$ cat src/rtl/el2_exu_mul_noc_initiator_if.sv
// Flit-level NoC node port. "up" carries flits out of a node and "down" carries flits into it.
interface node_port #(
  parameter int FLIT_BITS = 32,
  parameter int ADDR_BITS = 4
);
  logic                 valid;
  logic                 ready;
  logic [FLIT_BITS-1:0] data;
  logic [ADDR_BITS-1:0] dst_addr;
  logic                 last;

  modport up (output valid, output data, output dst_addr, output last, input ready);
  modport down (input valid, input data, input last, output ready);
endinterface

$ cat src/rtl/el2_exu_mul_noc_initiator.sv
// EXU-side initiator for the NoC multiplier node: serializes one request, reassembles the result.
// Optional watchdog on the result wait is enabled by defining EL2_MUL_NOC_TIMEOUT_EN.
module el2_exu_mul_noc_initiator #(
  parameter int                   FLIT_BITS     = 32,
  parameter int                   MUL_P_BITS    = 16,
  parameter int                   ADDR_BITS     = 4,
  parameter logic [ADDR_BITS-1:0] MUL_NODE_ADDR = 4'd2
`ifdef EL2_MUL_NOC_TIMEOUT_EN
  ,
  parameter int                   TIMEOUT_CYCLES = 64
`endif
) (
  input  logic                  clk,
  input  logic                  rst_l,
  input  logic                  noc_sr_flush,
  input  logic                  mul_valid,
  input  logic [31:0]           rs1_in,
  input  logic [31:0]           rs2_in,
  input  logic [MUL_P_BITS-1:0] mul_p,
  output logic                  busy,
  output logic                  result_valid,
  output logic [31:0]           result_x,
  output logic                  timeout_err,
  node_port.up                  up,
  node_port.down                down
);
  localparam int PB   = 64 + MUL_P_BITS;
  localparam int N    = (PB + FLIT_BITS - 1) / FLIT_BITS;
  localparam int SR_W = N * FLIT_BITS;
  localparam int R    = (32 + FLIT_BITS - 1) / FLIT_BITS;
  localparam int RB_W = R * FLIT_BITS;
  localparam int CW   = $clog2(N + 1);
  localparam int RCW  = $clog2(R + 1);
  localparam logic [CW-1:0]  TX_LAST = CW'(N - 1);
  localparam logic [RCW-1:0] RX_LAST = RCW'(R - 1);

  typedef enum logic [1:0] {IDLE, SEND, WAIT, DISCARD} state_t;

  state_t          state_q, state_d;
  logic [CW-1:0]   cnt_q, cnt_d;
  logic            last_q, last_d;
  logic            up_valid_q, up_valid_d;
  logic [SR_W-1:0] sr_q, sr_d;
  logic [RCW-1:0]  rcnt_q, rcnt_d;
  logic [RB_W-1:0] rbuf_q, rbuf_d;
  logic [31:0]     result_x_q, result_x_d;
  logic            result_valid_q, result_valid_d;
  logic            down_rdy, up_fire, down_fire, rx_done, wait_to;

`ifdef EL2_MUL_NOC_TIMEOUT_EN
  localparam int TW = $clog2(TIMEOUT_CYCLES + 1);
  logic [TW-1:0] tcnt_q, tcnt_d;
  logic          timeout_err_q, timeout_err_d;

  assign wait_to = (state_q == WAIT) && (tcnt_q == TW'(TIMEOUT_CYCLES - 1));

  // Watchdog restarts on entry to WAIT and on every accepted result flit.
  always_comb begin
    tcnt_d        = '0;
    timeout_err_d = 1'b0;
    if (state_q == WAIT && !down_fire) tcnt_d = tcnt_q + TW'(1);
    if (wait_to && !noc_sr_flush && !down_fire) timeout_err_d = 1'b1;
  end

  always_ff @(posedge clk) begin
    if (!rst_l) begin
      tcnt_q        <= '0;
      timeout_err_q <= 1'b0;
    end else begin
      tcnt_q        <= tcnt_d;
      timeout_err_q <= timeout_err_d;
    end
  end

  assign timeout_err = timeout_err_q;
`else
  assign wait_to     = 1'b0;
  assign timeout_err = 1'b0;
`endif

  assign down_rdy  = (state_q == WAIT) || (state_q == DISCARD);
  assign up_fire   = up_valid_q & up.ready;
  assign down_fire = down_rdy & down.valid;
  assign rx_done   = down_fire & (down.last | (rcnt_q == RX_LAST));

  always_comb begin
    state_d        = state_q;
    cnt_d          = cnt_q;
    last_d         = last_q;
    up_valid_d     = up_valid_q;
    sr_d           = sr_q;
    rcnt_d         = rcnt_q;
    rbuf_d         = rbuf_q;
    result_x_d     = result_x_q;
    result_valid_d = 1'b0;
    unique case (state_q)
      IDLE: begin
        if (mul_valid && !noc_sr_flush) begin
          state_d    = SEND;
          sr_d       = SR_W'({rs1_in, rs2_in, mul_p});
          cnt_d      = '0;
          last_d     = (N == 1);
          up_valid_d = 1'b1;
          rcnt_d     = '0;
          rbuf_d     = '0;
        end
      end
      SEND: begin
        if (noc_sr_flush) begin
          state_d    = IDLE;
          up_valid_d = 1'b0;
          last_d     = 1'b0;
        end else if (up_fire) begin
          cnt_d  = cnt_q + CW'(1);
          sr_d   = sr_q >> FLIT_BITS;
          last_d = (cnt_q + CW'(1) == TX_LAST);
          if (last_q) begin
            state_d    = WAIT;
            up_valid_d = 1'b0;
            last_d     = 1'b0;
          end
        end
      end
      WAIT: begin
        // A partially received result cannot be trusted after a flush; only an untouched one drains via DISCARD.
        if (noc_sr_flush) begin
          state_d = (rcnt_q == '0 && !down_fire) ? DISCARD : IDLE;
        end else if (down_fire) begin
          for (int k = 0; k < R; k++) begin
            if (rcnt_q == RCW'(k)) rbuf_d[k*FLIT_BITS +: FLIT_BITS] = down.data;
          end
          rcnt_d = rcnt_q + RCW'(1);
          if (rx_done) begin
            state_d        = IDLE;
            result_x_d     = rbuf_d[31:0];
            result_valid_d = 1'b1;
          end
        end else if (wait_to) begin
          state_d = DISCARD;
        end
      end
      DISCARD: begin
        if (down_fire) begin
          rcnt_d = rcnt_q + RCW'(1);
          if (rx_done) state_d = IDLE;
        end
      end
      default: state_d = IDLE;
    endcase
  end

  always_ff @(posedge clk) begin
    if (!rst_l) begin
      state_q        <= IDLE;
      cnt_q          <= '0;
      last_q         <= 1'b0;
      up_valid_q     <= 1'b0;
      rcnt_q         <= '0;
      result_x_q     <= '0;
      result_valid_q <= 1'b0;
    end else begin
      state_q        <= state_d;
      cnt_q          <= cnt_d;
      last_q         <= last_d;
      up_valid_q     <= up_valid_d;
      rcnt_q         <= rcnt_d;
      result_x_q     <= result_x_d;
      result_valid_q <= result_valid_d;
    end
  end

  always_ff @(posedge clk) begin
    sr_q   <= sr_d;
    rbuf_q <= rbuf_d;
  end

  assign up.valid     = up_valid_q;
  assign up.data      = sr_q[FLIT_BITS-1:0];
  assign up.dst_addr  = MUL_NODE_ADDR;
  assign up.last      = last_q;
  assign down.ready   = down_rdy;
  assign busy         = (state_q != IDLE);
  assign result_valid = result_valid_q;
  assign result_x     = result_x_q;
endmodule
$ cat src/flat_wrapper.sv
// flat-port wrapper written by rule: the top's interface ports become plain ports
module el2_exu_mul_noc_initiator_flat 
#(
  parameter int                   FLIT_BITS     = 32,
  parameter int                   MUL_P_BITS    = 16,
  parameter int                   ADDR_BITS     = 4,
  parameter logic [ADDR_BITS-1:0] MUL_NODE_ADDR = 4'd2

)
  (clk, rst_l, noc_sr_flush, mul_valid, rs1_in, rs2_in, mul_p, busy, result_valid, result_x, timeout_err, up_valid, up_data, up_dst_addr, up_last, up_ready, down_valid, down_data, down_last, down_ready);
  node_port #(.FLIT_BITS(FLIT_BITS), .ADDR_BITS(ADDR_BITS)) up_i ();
  node_port #(.FLIT_BITS(FLIT_BITS), .ADDR_BITS(ADDR_BITS)) down_i ();
  input  logic clk;
  input  logic rst_l;
  input  logic noc_sr_flush;
  input  logic mul_valid;
  input  logic [31:0] rs1_in;
  input  logic [31:0] rs2_in;
  input  logic [MUL_P_BITS-1:0] mul_p;
  output logic busy;
  output logic result_valid;
  output logic [31:0] result_x;
  output logic timeout_err;
  output wire logic [$bits(up_i.valid)-1:0] up_valid;
  output wire logic [$bits(up_i.data)-1:0] up_data;
  output wire logic [$bits(up_i.dst_addr)-1:0] up_dst_addr;
  output wire logic [$bits(up_i.last)-1:0] up_last;
  input wire logic [$bits(up_i.ready)-1:0] up_ready;
  input wire logic [$bits(down_i.valid)-1:0] down_valid;
  input wire logic [$bits(down_i.data)-1:0] down_data;
  input wire logic [$bits(down_i.last)-1:0] down_last;
  output wire logic [$bits(down_i.ready)-1:0] down_ready;
  assign up_valid = up_i.valid;
  assign up_data = up_i.data;
  assign up_dst_addr = up_i.dst_addr;
  assign up_last = up_i.last;
  assign up_i.ready = up_ready;
  assign down_i.valid = down_valid;
  assign down_i.data = down_data;
  assign down_i.last = down_last;
  assign down_ready = down_i.ready;
  el2_exu_mul_noc_initiator #(.FLIT_BITS(FLIT_BITS), .MUL_P_BITS(MUL_P_BITS), .ADDR_BITS(ADDR_BITS), .MUL_NODE_ADDR(MUL_NODE_ADDR)) u_core (.clk(clk), .rst_l(rst_l), .noc_sr_flush(noc_sr_flush), .mul_valid(mul_valid), .rs1_in(rs1_in), .rs2_in(rs2_in), .mul_p(mul_p), .busy(busy), .result_valid(result_valid), .result_x(result_x), .timeout_err(timeout_err), .up(up_i), .down(down_i));
endmodule
$ cat config.mk
export PLATFORM = sky130hd
export DESIGN_NAME = el2_exu_mul_noc_initiator_flat
export DESIGN_NICKNAME = d
export VERILOG_FILES = /design/src/rtl/el2_exu_mul_noc_initiator_if.sv /design/src/rtl/el2_exu_mul_noc_initiator.sv /design/src/flat_wrapper.sv
export SDC_FILE = /design/constraint.sdc
export NUM_CORES = 1
export LEC_CHECK = 0
export CAP_MARGIN = 20
export CORE_MARGIN = 2
export CORE_UTILIZATION = 40
export DETAILED_ROUTE_END_ITERATION = 7
export GPL_TIMING_DRIVEN = 0
export PLACE_DENSITY_LB_ADDON = 0.25
export SLEW_MARGIN = 5
export SYNTH_ARGS = -nofsm -noshare
export SYNTH_HDL_FRONTEND = slang
export SYNTH_SLANG_ARGS = --single-unit
$ cat constraint.sdc
create_clock -name clk -period 5.85 [get_ports clk]
set_input_delay 1.755 -clock clk [delete_from_list [all_inputs] [get_ports clk]]
set_output_delay 1.755 -clock clk [all_outputs]
set_load 0.02 [all_outputs]
* Word-level counts from Yosys, hierarchy flattened
Cells that the tools add are included.
** Storage, ports and cells
- Register bits :: 168
- Input port bits :: 119
- Output and inout bits :: 74
- Word-level logic and storage cells :: 85
** Cells by class
- Add/sub/neg operators :: 2
- Eq/ne operators :: 11
- Mux-type cells :: 36
- Bitwise operators :: 9
- Reductions and logical operators :: 18
** Operator list (count)
- 2-to-1 mux 96 bit :: 3
- case mux 96 bit (2 select lines) :: 1
- 2-to-1 mux 32 bit :: 4
- case mux 32 bit (2 select lines) :: 1
- 2-to-1 mux 2 bit :: 11
- AND reduction 4 bit :: 4
- 2-to-1 mux 1 bit :: 11
- AND reduction 3 bit :: 3
- case mux 2 bit (4 select lines) :: 1
- equality test 2 bit (second input constant) :: 3
- != test 2 x 1 -> 1 bit (second input constant) :: 3
- != test 3 x 2 -> 1 bit (second input constant) :: 2
- nonzero test 2 bit :: 3
- NOT 1 bit :: 5
- != test 2 bit (second input constant) :: 2
- case mux 1 bit (2 select lines) :: 2
- case mux 2 bit (2 select lines) :: 1
- OR reduction 4 bit :: 1
- bitwise AND 1 bit :: 3
- case mux 1 bit (3 select lines) :: 1
- nonzero test 3 bit :: 1
- adder 2 x 1 -> 2 bit (second input constant) :: 1
- equality test 2 x 1 -> 1 bit (second input constant) :: 1
- logical AND 1 bit :: 2
- 5 further kinds :: 6

* Logic depth before layout (Yosys ltp)
Gate-level depths: netlist of the first run.
- Depth in word-level cells :: 8
- Mapped depth :: 6
- Gate-level depth less buffers :: 4

* Worst setup path before layout of the first run
OpenSTA, ideal clock, no wires.
- Kind :: input to register
- Start :: input down_valid
- End :: register u_core.rbuf_q[0] (enable)
- Data arrival time :: 4611 ps
- Path slack :: 778 ps
- Stages on the path :: 4
- Buffers on the path :: 2
- Cell sequence :: clkbuf_1 clkbuf_1 mux2i_1 nor3_1
** On the way
- Longest elaborated chain between the ends :: 3
** Ends and longest elaborated chain
- start, declared :: line flat_wrapper.sv:29 : input wire logic [$bits(down_i.valid)-1:0] down_valid;
- bitwise AND 1 bit :: line el2_exu_mul_noc_initiator.sv:83 : assign down_fire = down_rdy & down.valid;
- != test 2 x 1 -> 1 bit (no line)
- AND reduction 4 bit (no line)
- end signal, assigned :: line el2_exu_mul_noc_initiator.sv:174 : rbuf_q <= rbuf_d;
- end, declared :: line el2_exu_mul_noc_initiator.sv:45 : logic [RB_W-1:0] rbuf_q, rbuf_d;
No other way between the ends.
A chain may end at the register's enable or synchronous reset.

* Worst setup path in the final report of the first run
- Start :: input down_valid
- End :: register u_core.rbuf_q[25] (enable)
The elaborated chain is that of the path after synthesis.

==> out/metrics.yaml, run 1 <==
fmax_mhz: 241
route.detailed.drc: 0
dieArea_sq_um: 17800
overflow: 0
die_y_um: 133
cp-end-kind: "register"
area_growth_pct: 41.4
cts_sinks: 152
insertion_delay_ns: 0.42
p_leak_nw: 3.47
crit_path_max_fanout: 11
place_hpwl_um: 11500
cp_num_buf_inv: 5
drv_slew: 0
synthFlopType: "edfxtp_1"
grt_pass1_vias: 5020
setup_viol: 0
std_cell_rows: 47
tns_ns: 0
gp_congestion: 0.779
period_share_pct: 71.0
cp_slowest_cell: "nor3_2"
grt_first_pass_wirelength_um: 25200
portBuffers: 187
cts_root_buf: "clkbuf_16"
drt-pass1-iter-count: 5
rsz0062_at_grt: "no"
critPathLaunchType: "primary input"
cts_setup_buffers: 0
io_pins: 193
viasPerCell: 4.78
status: "finished clean"
syn_area_sq_um: 6690
core_sq_um: 16500
placed_area_sq_um: 8920
critPathArrivalTime_ns: 4.29
cts_buffers: 17
synth-async-reset-ratio_pct: 0
cts_tree: "built"
tightest_slew_ns: 0.857
drtIter0Drc: 308
synth_top_area_share_pct: 50.3
path_clk_slew_ns: 0.06
ir_worst_vdd_mv: 0.181
finalHoldViolations: 0
cts_buffer_depth: 2
die_w_um: 133
path_delay_family: "buffers and inverters"
ys_ff_latch: 152
yosys.area.top_type: "edfxtp_1"
min_period_ns: 4.15
synth_warnings: 0
worstPathRequired_ns: 5.99
final_cell_area_sq_um: 9460
min_path_type: "register to register"
grt_usage_pct: 18.1
synth_edf_count: 112
grt_max_degree: 76
yosys-top-cells-count: "148 x nand2_1, 112 x edfxtp_1, 40 x dfxtp_1"
yosysUniqueCellTypes: 40
htreeDepth: 4
cts_hold_buffers: 0
synth_cells: 589
skew_ns: 0.00842
initial_core_util_pct: 40.6
finalWirelength_um: 16000
power.density_nw_per_um2: 263
vias: 4949
crit_type: "primary input to register"
maxCapViolations: 0
wl_per_cell_um: 15.4
cpPeakStageDelay_ns: 0.67
avgSynthCellArea_sq_um: 11.4
antenna_found_initial: 1
drive_gt1_share_pct: 14.4
post_cts_resized: 0
synth.most_common_cell: "nand2_1"
n_fill_cell: 1357
relSlewSlack_pct: 42.6
path_cells: "clkdlybuf4s50_1 > clkbuf_1 > clkbuf_1 > mux2i_1 > nor3_2 > buf_6 > buf_6"
yosys-top-cells-area: "edfxtp_1 50%, dfxtp_1 12%, nand2_1 8.3%, mux2i_1 5.4%, buf_4 4.4%"
final_antenna_net_count: 0
nets: 922
ys_seq_area_share_pct: 62.2
-- metal layers --
layer / vias to the layer above / global-route usage (%) / wire length (um)
met2: 181 / 30.9 / 7780
met4: 0 / 5.50 / 157
met5: - / 0 / 0
met3: 14 / 6.05 / 1360
met1: 2311 / 21.8 / 6690
li1: 2443 / - / -
-- metrics by stage --
stage	hold WS (ns)	util [%]	setup WS, ns	total power, W	std cells
after CTS	0.474	57.4	1.68	0.00251	1035
after floorplan	0.438	-	0.778	0.00137	592
final	0.467	57.5	1.70	0.00249	1036
after global routing	0.503	57.4	1.51	0.00258	1035
after global placement	0.444	53.8	-1.25	0.00150	999
after detailed placement	0.465	54.1	1.24	0.00151	1003
-- power breakdown --
part	switching, W	leakage [nW]	internal, W	total [W]
Sequential	0.0000111	1.38	0.00121	0.00122
Combinational	0.000123	1.84	0.000146	0.000269
Clock	0.000453	0.249	0.000549	0.00100
Total	0.000587	3.47	0.00190	0.00249
-- state kept, by name (all words and copies together) (netlist names), 2 cells and up --
register and count:
u_core.state_q 2, u_core.rbuf_q 32, u_core.cnt_q 2, u_core.result_x 32, u_core.sr_q 80
-- worst register-to-register path, delay by kind of cell (launching register included) --
kind / cells / cell delay, ns
buffers and inverters: 3 / 0.66
and+or+nand+nor: 1 / 0.67
DFF: 1 / 0.38
muxes: 1 / 0.11
-- cells in the final DEF (no fill, tap or decap), types with 2 or more instances in the layout --
cell and instances:
and2_1 33, buf_6 4, nor2b_1 4, mux2i_1 36, or3_1 3, inv_1 3, inv_6 5, a31oi_1 32
nand2b_1 4, clkbuf_16 17, nand2_1 148, clkinvlp_4 6, nor2_1 33, clkbuf_1 17, clkdlybuf4s50_1 187, a211oi_2 11
and3_1 2, a21oi_1 3, dfxtp_1 40, buf_4 40, buf_2 22, edfxtp_1 112, a211oi_1 21, conb_1 5
-- worst paths after layout --
path | from | endpoint | slack, ns | depth (start not counted)
hold / removal | u_core.cnt_q[1] | u_core.cnt_q[1] | 0.47 | 2
setup reg to reg | u_core.state_q[1] | u_core.rbuf_q[25] | 3.76 | 5
hold reg to reg | u_core.cnt_q[1] | u_core.cnt_q[1] | 0.47 | 2
setup / recovery | down_valid | u_core.rbuf_q[25] | 1.70 | 7
-- cell type report --
type	count	area, sq um	area share (%)
timing repair buffer	191	1930	20.4
clock buffer	17	425	4.50
antenna	1	2.50	0.0264
multi-input combinational	355	2040	21.5
buffer	81	493	5.21
tap	220	275	2.91
clock inverter	15	118	1.24
inverter	4	17.5	0.185
sequential	152	4160	44.0
-- cells by family after synthesis --
family / share of synthesized area (%)
AOI/OAI and AO/OA: 8.54
adders and majority gates: 0.187
buffers and inverters: 7.59
DFF: 62.2
muxes: 5.38
other: 0.112
and+or+nand+nor: 16.0
No activity file was read; power rests on OpenSTA's default activity.
==> run 2, diff against run 1 <==
Clock period 5.85 ns to 3.7 ns, I/O delays scaled along.
==> out/metrics.yaml, run 2 (same netlist as run 1, synthesis figures left out) <==
status: "finished clean"  # unchanged
gp_congestion: 0.779  # about the same
maxCapViolations: 0  # unchanged
cts_buffer_depth: 2  # unchanged
drt-pass1-iter-count: 5  # unchanged
largest_register_ffs: 80  # unchanged
min_path_type: "register to register"  # unchanged
largest_register: "u_core.sr_q"  # unchanged
critPathLaunchType: "primary input"  # unchanged
drtIter0Drc: 268  # was 308
worstHoldStart: "u_core.cnt_q[1]"  # unchanged
tightest_slew_ns: 0.833  # was 0.857 ns
regArea_sq_um: 4160  # unchanged
route.detailed.drc: 0  # unchanged
finalHoldViolations: 0  # unchanged
grt_pass1_vias: 5071  # was 5,020
power_w: 0.00394  # was 0.00249 W
die_y_um: 133  # unchanged
antenna_found_initial: 0  # was 1
wl_per_cell_um: 15.4  # about the same
cts_setup_buffers: 0  # unchanged
vias: 5001  # was 4,949
num_antenna_cells: 0  # was 1
n_fill_cell: 1368  # was 1,357
wl_met2_um: 7740  # was 7780 um
path_clk_slew_ns: 0.06  # about the same
layout_commonest_cell: "clkdlybuf4s50_1"  # unchanged
die_w_um: 133  # unchanged
rrSetupSlack_ns: 1.70  # was 3.76 ns
final_antenna_net_count: 0  # unchanged
post_cts_resized: 0  # unchanged
layout_common_cells: "187 x clkdlybuf4s50_1, 148 x nand2_1, 112 x edfxtp_1"  # unchanged
r2r_end: "u_core.rbuf_q[20]"  # was u_core.rbuf_q[25]
portBuffers: 187  # unchanged
dieArea_sq_um: 17800  # unchanged
wl_met3_um: 1240  # was 1360 um
initial_core_util_pct: 40.6  # unchanged
nets: 920  # was 922
regToRegStartpoint: "u_core.state_q[1]"  # unchanged
grt_max_degree: 74  # was 76
drv_slew: 0  # unchanged
crit_type: "primary input to register"  # unchanged
cts_tree: "built"  # unchanged
p_leak_nw: 3.47  # about the same
hold_ws_ns: 0.473  # was 0.467 ns
min_path_cells: 2  # unchanged
skew_ns: 0.00819  # was 0.00842 ns
htreeDepth: 4  # unchanged
power.density_nw_per_um2: 417  # was 263 nW/um^2
ir_worst_vdd_mv: 0.299  # was 0.181 mV
area_growth_pct: 41.1  # was 41.4%
grt_first_pass_wirelength_um: 25400  # was 25,200 um
setup_viol: 0  # unchanged
drive_gt1_share_pct: 13.5  # was 14.4%
holdPathEnd: "u_core.cnt_q[1]"  # unchanged
relSlewSlack_pct: 44.3  # was 42.6%
grt_usage_pct: 18.2  # was 18.1%
cts_buffers: 17  # unchanged
rsz0062_at_grt: "no"  # unchanged
multi_input_area_sq_um: 2040  # about the same
crit_path_max_fanout: 18  # was 11
place_hpwl_um: 11400  # was 11,500 um
core_sq_um: 16500  # unchanged
std_cell_rows: 47  # unchanged
cts_sinks: 152  # unchanged
min_period_ns: 3.41
overflow: 0  # unchanged
insertion_delay_ns: 0.42  # about the same
rr_worst_depth: 4  # was 5
period_share_pct: 92.2
viasPerCell: 4.84  # was 4.78
finalWirelength_um: 15900  # was 16,000 um
topRoutingLayerUsed: "met4"  # unchanged
cts_hold_buffers: 0  # unchanged
critPathArrivalTime_ns: 3.53  # was 4.29 ns
worstPathRequired_ns: 3.82  # was 5.99 ns
cts_root_buf: "clkbuf_16"  # unchanged
io_pins: 193  # unchanged
cp-end-kind: "register"  # unchanged
fmax_mhz: 293
wl_met1_um: 6710  # was 6690 um
run 2: worst max-delay path by stage:
stage,start,to,cells past startpoint
final,down_valid,u_core.rbuf_q[20],6
after global routing,down_valid,u_core.rbuf_q[20],6
after CTS,down_valid,u_core.rbuf_q[21],6
after detailed placement,down_valid,u_core.rbuf_q[3],6
after global placement,down_valid,u_core.rbuf_q[21],5
after floorplan,noc_sr_flush,u_core.sr_q[0],4
run 2: layout make-up:
| type | count | share of cell area [%] |
|---|---|---|
| repair buffers | 189 | 20.3 |
| clock inverters | 13 | 1.11 |
| multi-input cells | 355 | 21.6 |
| plain buffers | 81 | 5.22 |
| flip-flops and latches | 152 | 44.1 |
| clock buffers | 19 | 4.58 |
| well taps | 220 | 2.91 |
| inverters | 4 | 0.185 |
run 2: stage by stage:
step | util, % | area [sq um] | setup WS (ns) | setup TNS (ns) | std cells
after detailed placement | 54.1 | 8910 | -0.166 | -2.96 | 1001
after CTS | 57.4 | 9450 | 0.264 | 0 | 1033
after floorplan | - | 6710 | 0.117 | 0 | 592
final | 57.4 | 9450 | 0.288 | 0 | 1033
after global routing | 57.4 | 9450 | 0.0625 | 0 | 1033
after global placement | 53.8 | 8860 | -1.28 | -123.54 | 999
run 2: per-layer routing:
layer	up-vias	track usage, %
met5	-	0
met4	0	6.26
met3	19	5.52
met2	188	31.2
met1	2351	22.0
li1	2443	-
run 2: power breakdown:
group | internal [W] | switching (W) | total, W | leakage [nW]
Combinational | 0.000230 | 0.000194 | 0.000424 | 1.83
Clock | 0.000917 | 0.000671 | 0.00159 | 0.258
Sequential | 0.00191 | 0.0000173 | 0.00193 | 1.38
Total | 0.00306 | 0.000882 | 0.00394 | 3.47
run 2: critical path, cell delays in order:
cell and delay [ns]:
clkdlybuf4s50_1 0.47, clkbuf_1 0.37, clkbuf_1 0.42, mux2i_1 0.20, nor3_4 0.67, buf_8 0.28
==> run 3, diff against run 2 <==
Settings changed: GPL_TIMING_DRIVEN 0 to 1.
==> out/metrics.yaml, run 3 (same netlist as run 1, synthesis figures left out) <==
grt_first_pass_wirelength_um: 24800  # was 25,400 um
relSlewSlack_pct: 53.5  # was 44.3%
critPathLaunchType: "register"  # was primary input
crit_type: "register to primary output"  # was primary input to register
route.detailed.drc: 0  # unchanged
cts_tree: "built"  # unchanged
power_w: 0.00396  # was 0.00394 W
dieArea_sq_um: 17800  # unchanged
layout_common_cells: "187 x clkdlybuf4s50_1, 148 x nand2_1, 112 x edfxtp_1"  # unchanged
hold_ws_ns: 0.483  # was 0.473 ns
die_y_um: 133  # unchanged
critPathArrivalTime_ns: 1.97  # was 3.53 ns
skew_ns: 0.00868  # was 0.00819 ns
p_leak_nw: 3.21  # was 3.47 nW
status: "finished clean"  # unchanged
r2r_end: "u_core.sr_q[44]"  # was u_core.rbuf_q[20]
min_period_ns: 3.08  # was 3.41 ns
crit_start: "u_core.state_q[0]"  # was down_valid
grt_usage_pct: 17.8  # was 18.2%
largest_register_ffs: 80  # unchanged
tightest_slew_ns: 0.698  # was 0.833 ns
cts_hold_buffers: 0  # unchanged
cp-end-kind: "primary output"  # was register
drt-pass1-iter-count: 5  # unchanged
layout_commonest_cell: "clkdlybuf4s50_1"  # unchanged
cts_sinks: 152  # unchanged
final_antenna_net_count: 0  # unchanged
utilization_pct: 55.1  # was 57.4%
period_share_pct: 83.2  # was 92.2%
finalHoldViolations: 0  # unchanged
n_fill_cell: 1376  # was 1,368
cp_num_buf_inv: 1  # was 4
core_sq_um: 16500  # unchanged
antenna_found_initial: 0  # unchanged
vias: 4796  # was 5,001
cp.depth: 2  # was 6
worstPathRequired_ns: 2.59  # was 3.82 ns
power.density_nw_per_um2: 436  # was 417 nW/um^2
die_w_um: 133  # unchanged
path_clk_slew_ns: 0.06  # about the same
post_cts_resized: 0  # unchanged
cts_buffer_depth: 2  # unchanged
cts_setup_buffers: 0  # unchanged
gp_congestion: 0.751  # was 0.779
overflow: 0  # unchanged
viasPerCell: 4.97  # was 4.84
cts_root_buf: "clkbuf_16"  # unchanged
cp_slowest_cell: "dfxtp_1"  # was nor3_4
crit_path_max_fanout: 15  # was 18
std_cell_rows: 47  # unchanged
maxCapViolations: 0  # unchanged
nets: 852  # was 920
portBuffers: 187  # unchanged
drive_gt1_share_pct: 8.86  # was 13.5%
min_path_type: "register to register"  # unchanged
regToRegStartpoint: "u_core.state_q[0]"  # was u_core.state_q[1]
initial_core_util_pct: 40.6  # unchanged
htreeDepth: 4  # unchanged
drv_slew: 0  # unchanged
insertion_delay_ns: 0.42  # about the same
grt_pass1_vias: 4903  # was 5,071
cpPeakStageDelay_ns: 0.71  # was 0.67 ns
io_pins: 193  # unchanged
area_growth_pct: 35.6  # was 41.1%
setup_viol: 0  # unchanged
largest_register: "u_core.sr_q"  # unchanged
wl_per_cell_um: 16.3  # was 15.4 um
fin_cells: 965  # was 1,033
placed_cells: 932  # was 1,001
path_delay_family: "flip-flops"  # was buffers and inverters
rsz0062_at_grt: "no"  # unchanged
finalWirelength_um: 15700  # was 15,900 um
rr_worst_depth: 4  # unchanged
ir_worst_vdd_mv: 0.299  # about the same
tns_ns: 0  # unchanged
cts_buffers: 17  # unchanged
endpoint: "busy"  # was u_core.rbuf_q[20]
rrSetupSlack_ns: 1.67  # was 1.70 ns
place_hpwl_um: 10200  # was 11,400 um
fmax_mhz: 325  # was 293 MHz
drtIter0Drc: 347  # was 268
path_cells: "or2_2 > clkdlybuf4s50_1"  # was clkdlybuf4s50_1 > clkbuf_1 > clkbuf_1 > mux2i_1 > nor3_4 > buf_8
num_antenna_cells: 0  # unchanged
grt_max_degree: 83  # was 74
## run 3: changes by cell type in the layout (fill, tap and decap cells not counted), sizes merged
cell / change
clkbuf: -17
clkinvlp: +3
buf: -51
clkinv: -5
inv: +2
## run 3: tightest hold or removal path, cell delays in order (launching register included)
cell and delay (ns):
dfxtp_1 0.32, nand2_1 0.06, mux2i_1 0.05
## run 3: worst min path at each step
stage / start / to / slack, ns / cells after the start
after floorplan: u_core.cnt_q[1] / u_core.cnt_q[1] / 0.44 / 2
after global placement: u_core.cnt_q[1] / u_core.cnt_q[1] / 0.45 / 2
after detailed placement: u_core.cnt_q[0] / u_core.cnt_q[0] / 0.48 / 2
after CTS: u_core.cnt_q[0] / u_core.cnt_q[0] / 0.49 / 2
after global routing: u_core.cnt_q[0] / u_core.cnt_q[0] / 0.52 / 2
final: u_core.cnt_q[0] / u_core.cnt_q[0] / 0.48 / 2
## run 3: report_power, final
| part | leakage (nW) | total (W) | switching (W) | internal, W |
|---|---|---|---|---|
| registers | 1.38 | 0.00193 | 0.0000214 | 0.00191 |
| logic | 1.57 | 0.000390 | 0.000186 | 0.000204 |
| clock network | 0.256 | 0.00164 | 0.000704 | 0.000932 |
## run 3: cell type report
class | instances | area, sq um | share of cell area (%)
sequential | 152 | 4170 | 45.9
multi-input combinational | 355 | 2050 | 22.6
timing repair buffer | 202 | 2010 | 22.1
clock buffer | 19 | 433 | 4.77
tap | 220 | 275 | 3.03
clock inverter | 13 | 123 | 1.35
inverter | 4 | 15.0 | 0.165
## run 3: stage by stage
| step | area, sq um | setup WS [ns] |
|---|---|---|
| after detailed placement | 8500 | 0.744 |
| after global routing | 9070 | 0.557 |
| after CTS | 9050 | 0.607 |
| after floorplan | 6710 | 0.117 |
| after global placement | 8500 | 0.780 |
| final | 9070 | 0.623 |
## run 3: routing by layer
metal | vias to the layer above | routed length (um) | GRT usage, % | part of all wire, %
met4 | 0 | 182 | 6.03 | 1.2
met2 | 211 | 7420 | 28.1 | 47
met5 | - | 0 | 0 | 0
met3 | 16 | 1440 | 6.05 | 9.1
met1 | 2256 | 6690 | 23.1 | 43
li1 | 2313 | - | - | -
